--- config.mk ---
export PLATFORM = sky130hd
export DESIGN_NAME = restoring_divider
export DESIGN_NICKNAME = d
export VERILOG_FILES = /design/src/rtl/div_pkg.sv /design/src/rtl/div_step.sv /design/src/rtl/restoring_divider.sv
export SDC_FILE = /design/constraint.sdc
export NUM_CORES = 1
export LEC_CHECK = 0
export CAP_MARGIN = 15
export CORE_MARGIN = 3
export CORE_UTILIZATION = 54
export CTS_CLUSTER_SIZE = 16
export DETAILED_ROUTE_END_ITERATION = 10
export PLACE_DENSITY = 0.78
export RECOVER_POWER = 50
export SLEW_MARGIN = 20
export SYNTH_ARGS = -nofsm -noshare
export SYNTH_HDL_FRONTEND = slang
export SYNTH_SLANG_ARGS = --single-unit
--- constraint.sdc ---
create_clock -name clk -period 3.3 [get_ports clk]
set_input_delay 0.495 -clock clk [delete_from_list [all_inputs] [get_ports clk]]
set_output_delay 0.495 -clock clk [all_outputs]
set_load 0.01 [all_outputs]
--- src/rtl/div_pkg.sv ---
// Shared types and constants for the restoring divider.
// FSM state encoding and iteration counter width.
package div_pkg;

`ifdef DIV_SIGNED_EN
  typedef enum logic [1:0] {
    IDLE,
    CALC,
    FIXUP,
    DONE
  } div_state_t;
`else
  typedef enum logic [1:0] {
    IDLE,
    CALC,
    DONE
  } div_state_t;
`endif

  // wide enough to count WIDTH steps for WIDTH up to 32
  localparam int CNT_W = 6;

endpackage

--- src/rtl/div_step.sv ---
// One restoring iteration: shift in next dividend bit,
// trial-subtract the divisor, keep or restore.
module div_step #(
  parameter int WIDTH = 16
) (
  input  logic [WIDTH:0]   rem_in,
  input  logic [WIDTH-1:0] q_in,
  input  logic [WIDTH-1:0] d,
  output logic [WIDTH:0]   rem_out,
  output logic [WIDTH-1:0] q_out
);

  logic [WIDTH+1:0] sh;
  logic [WIDTH+1:0] diff;
  logic             ok;

  assign sh      = {rem_in, q_in[WIDTH-1]};
  // top bit of diff acts as the borrow of the trial subtract
  assign diff    = sh - {2'b00, d};
  assign ok      = ~diff[WIDTH+1];
  assign rem_out = ok ? diff[WIDTH:0] : sh[WIDTH:0];
  assign q_out   = {q_in[WIDTH-2:0], ok};

endmodule

--- src/rtl/restoring_divider.sv ---
// Multi-cycle restoring divider, one quotient bit per cycle.
// Define DIV_SIGNED_EN for two's-complement operands.
module restoring_divider
  import div_pkg::*;
#(
  parameter int               WIDTH  = 16,
  parameter logic [WIDTH-1:0] ZERO_Q = '1
) (
  input  logic             clk,
  input  logic             rst,
  input  logic             start,
  input  logic [WIDTH-1:0] dividend,
  input  logic [WIDTH-1:0] divisor,
  output logic             busy,
  output logic             done,
  output logic [WIDTH-1:0] quotient,
  output logic [WIDTH-1:0] remainder,
  output logic             div_zero
);

  localparam logic [CNT_W-1:0] LAST = CNT_W'(WIDTH - 1);

  div_state_t       state_q;
  div_state_t       state_d;
  logic             accept;
  logic             last;
  logic [CNT_W-1:0] cnt;
  logic [WIDTH:0]   rem_r;
  logic [WIDTH:0]   rem_nx;
  logic [WIDTH-1:0] q_r;
  logic [WIDTH-1:0] q_nx;
  logic [WIDTH-1:0] d_r;

`ifdef DIV_SIGNED_EN
  logic a_neg;
  logic q_neg;
`endif

  div_step #(.WIDTH(WIDTH)) u_step (
    .rem_in (rem_r),
    .q_in   (q_r),
    .d      (d_r),
    .rem_out(rem_nx),
    .q_out  (q_nx)
  );

  always_ff @(posedge clk or posedge rst) begin
    if (rst) state_q <= IDLE;
    else     state_q <= state_d;
  end

  always_comb begin
    state_d = state_q;
    accept  = 1'b0;
    last    = 1'b0;
    unique case (state_q)
      IDLE, DONE: begin
        state_d = IDLE;
        if (start) begin
          accept  = 1'b1;
          state_d = (divisor == '0) ? DONE : CALC;
        end
      end
      CALC: begin
        if (cnt == LAST) begin
          last = 1'b1;
`ifdef DIV_SIGNED_EN
          state_d = FIXUP;
`else
          state_d = DONE;
`endif
        end
      end
`ifdef DIV_SIGNED_EN
      FIXUP: state_d = DONE;
`endif
      default: state_d = IDLE;
    endcase
  end

`ifdef DIV_SIGNED_EN
  assign busy = (state_q == CALC) || (state_q == FIXUP);
`else
  assign busy = (state_q == CALC);
`endif
  assign done = (state_q == DONE);

  always_ff @(posedge clk or posedge rst) begin
    if (rst) begin
      cnt       <= '0;
      rem_r     <= '0;
      q_r       <= '0;
      d_r       <= '0;
      quotient  <= '0;
      remainder <= '0;
      div_zero  <= 1'b0;
`ifdef DIV_SIGNED_EN
      a_neg     <= 1'b0;
      q_neg     <= 1'b0;
`endif
    end else if (accept) begin
      cnt   <= '0;
      rem_r <= '0;
`ifdef DIV_SIGNED_EN
      // iterate on magnitudes, signs are restored in FIXUP
      a_neg <= dividend[WIDTH-1];
      q_neg <= dividend[WIDTH-1] ^ divisor[WIDTH-1];
      q_r   <= dividend[WIDTH-1] ? -dividend : dividend;
      d_r   <= divisor[WIDTH-1] ? -divisor : divisor;
`else
      q_r   <= dividend;
      d_r   <= divisor;
`endif
      div_zero <= (divisor == '0);
      if (divisor == '0) begin
        quotient  <= ZERO_Q;
        remainder <= dividend;
      end
    end else if (state_q == CALC) begin
      cnt   <= cnt + 1'b1;
      rem_r <= rem_nx;
      q_r   <= q_nx;
`ifndef DIV_SIGNED_EN
      if (last) begin
        quotient  <= q_nx;
        remainder <= rem_nx[WIDTH-1:0];
      end
`endif
    end
`ifdef DIV_SIGNED_EN
    else if (state_q == FIXUP) begin
      quotient  <= q_neg ? -q_r : q_r;
      remainder <= a_neg ? -rem_r[WIDTH-1:0] : rem_r[WIDTH-1:0];
    end
`endif
  end

endmodule

==> impl_metrics.toml <==
[run_status]
status = "finished with violations"
violations = "max-capacitance violations, max-slew violations"

[cts]
cts_setup_buffers = 0
hold_buffers = 0
clockBufferDepth = 2
cts-htree-levels = 3
cts_inserted_buffers = 9
cts_tree = "done"
ctsResizeCount = 0
cts_root_buf = "clkbuf_8"
clk_pin_slew_ps = 90
cts_sinks = 90
clk_latency_ps = 350

[layout]
instances_no_fill = 674
fin_area_um2 = 5600
drive_above_1_share_pct = 5.98
num-nets-final = 617
final_core_util_pct = 67.4
syn_to_final_growth_pct = 20.6
antenna_cells = 0

[worst_setup_path]
rrSetupSlack_ps = 300
r2r_end = "remainder[12]"
rr_startpoint = "q_r[15]"
startpoint = "state_q[1]"
required_ps = 2800
cp-end-kind = "output port"
crit_arrival_ps = 2510
reg2reg_depth = 12
crit_type = "flip-flop to output port"
cp_max_fo = 18
worst_setup_path_start_kind = "flip-flop"

[timing]
period_needed_ps = 3010
whs_ps = 511
skew_ps = 12.7
max_freq_mhz = 332
slew_headroom_pct = -26.0
rsz0062_at_grt = "false"
fin_tns_setup_ps = 0
drv_slew = 91
timing.final.ws_setup_ps = 290
setup-violations-final = 0
hold_viol = 0
worst_pin_slew_ps = 1890
fin_crit_sh_pct = 91.2

[placed_design]
place_area_um2 = 5410
dp_cells = 658
port_buffers = 69
place_congestion = 0.865
dp_slack_ps = 305
dp_hpwl_um = 7940

[hold_path]
min-delay-start = "q_r[3]"
hold_class = "flip-flop to flip-flop"
worstHoldPathCells = 2
hold_end = "quotient[4]"

[power]
vdd_drop_max_mv = 0.562
pwr_density_cell_nw_per_um2 = 1220
p_int_mw = 3.83
power_switching_mw = 2.98
power_leakage_nw = 2.47
power.total_mw = 6.81
pwr-share-clk_pct = 11.5
p_seq_share_pct = 29.7
switching_share_pct = 43.8
power.combinational.fraction_pct = 58.9

[floorplanning]
initial_core_util_pct = 55.9
dieArea_um2 = 9740
fp.dieW_um = 98.7
die_h_um = 98.7
rows = 33
core_area_um2 = 8300
pin_count = 70

[detailed_routing]
routed_via_density = 5.81
drc_errors = 0
drtPass1Iterations = 5
via_count = 3914
routed_wl_um = 11400
wl_per_cell_um = 16.9
drt_iter0_drc = 214
drtAntennaViolNets = 0

[synthesis]
post_synth.cell_area_avg_um2 = 9.21
ys.flop_type = "dfrtp_1"
syn_inst = 504
syn_area_um2 = 4640
ys_types = 47
async_reset_ff_share_pct = 100
synth_edf_count = 0
ys_ff_latch = 90
ys.warnings.count = 0
yosysSeqAreaShare_pct = 48.5
synth_fp_nets = 557

[run]
max_cap_violations = 2

[grt]
grt_pass1_wl_um = 18900
grt_max_degree = 50
grt-ovfl-total = 0
grt_antenna_before_repair = 0
grt_pass1_vias = 3843
grtUsageTotal_pct = 24.3
-- critical path: stages, from the launching register on --
cell and delay (ps):
dfrtp_1 390, nand2b_1 340, clkinv_1 100, clkbuf_1 650, clkdlybuf4s50_1 690
-- layer usage --
layer,part of all wire (%),vias up,GRT usage (%),routed length (µm)
met4,1.6,0,8.40,185
met3,6.2,16,3.40,705
met1,44,1897,33.3,4960
li1,-,1869,-,-
met2,49,132,40.0,5540
met5,0,-,0,0
-- how the worst max path moves through the flow --
stage	to	slack, ps	depth (start not counted)
2_1_floorplan	cnt[0]	470	1
3_3_place_gp	rem_r[12]	400	12
3_5_place_dp	remainder[12]	310	9
4_1_cts	remainder[12]	310	12
5_1_grt	remainder[12]	100	6
6_report	busy	290	4
-- cell usage in the layout, fill, tap and decap left out, types with 5 or more instances in the layout --
master           netlist  routed
a21oi_1               35      35
inv_1                 23      22
nor2_1                14      14
o21ai_0               64      64
clkdlybuf4s50_1        0      67
o21ai_1               10      10
clkbuf_8               0      10
nand3_1                7       7
a31oi_1                5       5
dfrtp_1               90      90
a22oi_1               21      21
ha_1                  17      17
a21o_1                 7       7
xnor2_1               12      12
nand2_1              101     101
buf_4                  0       5
mux2i_1               14      14
-- kinds of logic (layout without fill, tap and decap cells) --
kind of cell / after synthesis / count (layout) / synth area share (%)
flip-flops: 90 / 90 / 48.5
XOR/XNOR: 16 / 16 / 3.02
multiplexers: 15 / 15 / 3.34
AO/OA/AOI/OAI: 160 / 160 / 20.7
buffers and inverters: 53 / 118 / 4.80
AND/OR/NAND/NOR: 152 / 152 / 14.6
adder cells (fa/ha/maj): 18 / 18 / 5.02
-- power by group through the flow --
stage               Clock (mW)  Sequential (mW)  Combinational, mW
global placement             0             2.01               3.83
CTS                      0.790             2.01               4.00
detailed placement           0             2.03               3.95
finish                   0.782             2.02               4.01
global route             0.841             2.09               4.43
floorplan                    0             2.03               2.84
-- final cells by class --
type | instances | area [µm²]
well taps | 105 | 131
clock buffers | 11 | 141
multi-input cells | 361 | 2170
repair buffers | 78 | 746
flip-flops and latches | 90 | 2250
fillers | 664 | 2700
inverters | 24 | 91.3
clock inverters | 5 | 60.1
-- registers in the layout, indices dropped and copies added, names as in the netlist --
name	flops
q_r	16
rem_r	17
state_q	2
d_r	16
quotient	16
div_zero	1
cnt	6
remainder	16
-- synthesized netlist by cell type, types with 5 or more instances --
| cell | n | area (µm²) |
|---|---|---|
| a22oi_1 | 21 | 158 |
| clkbuf_1 | 24 | 90.1 |
| o21ai_1 | 10 | 50.1 |
| a21oi_1 | 35 | 175 |
| mux2i_1 | 14 | 140 |
| nand3_1 | 7 | 35.0 |
| nor2_1 | 14 | 52.6 |
| ha_1 | 17 | 213 |
| dfrtp_1 | 90 | 2250 |
| nand2_1 | 101 | 379 |
| a21o_1 | 7 | 52.6 |
| xnor2_1 | 12 | 105 |
| a31oi_1 | 5 | 31.3 |
| o21ai_0 | 64 | 320 |
| inv_1 | 23 | 86.3 |
Power figures use the tool's default switching activity.
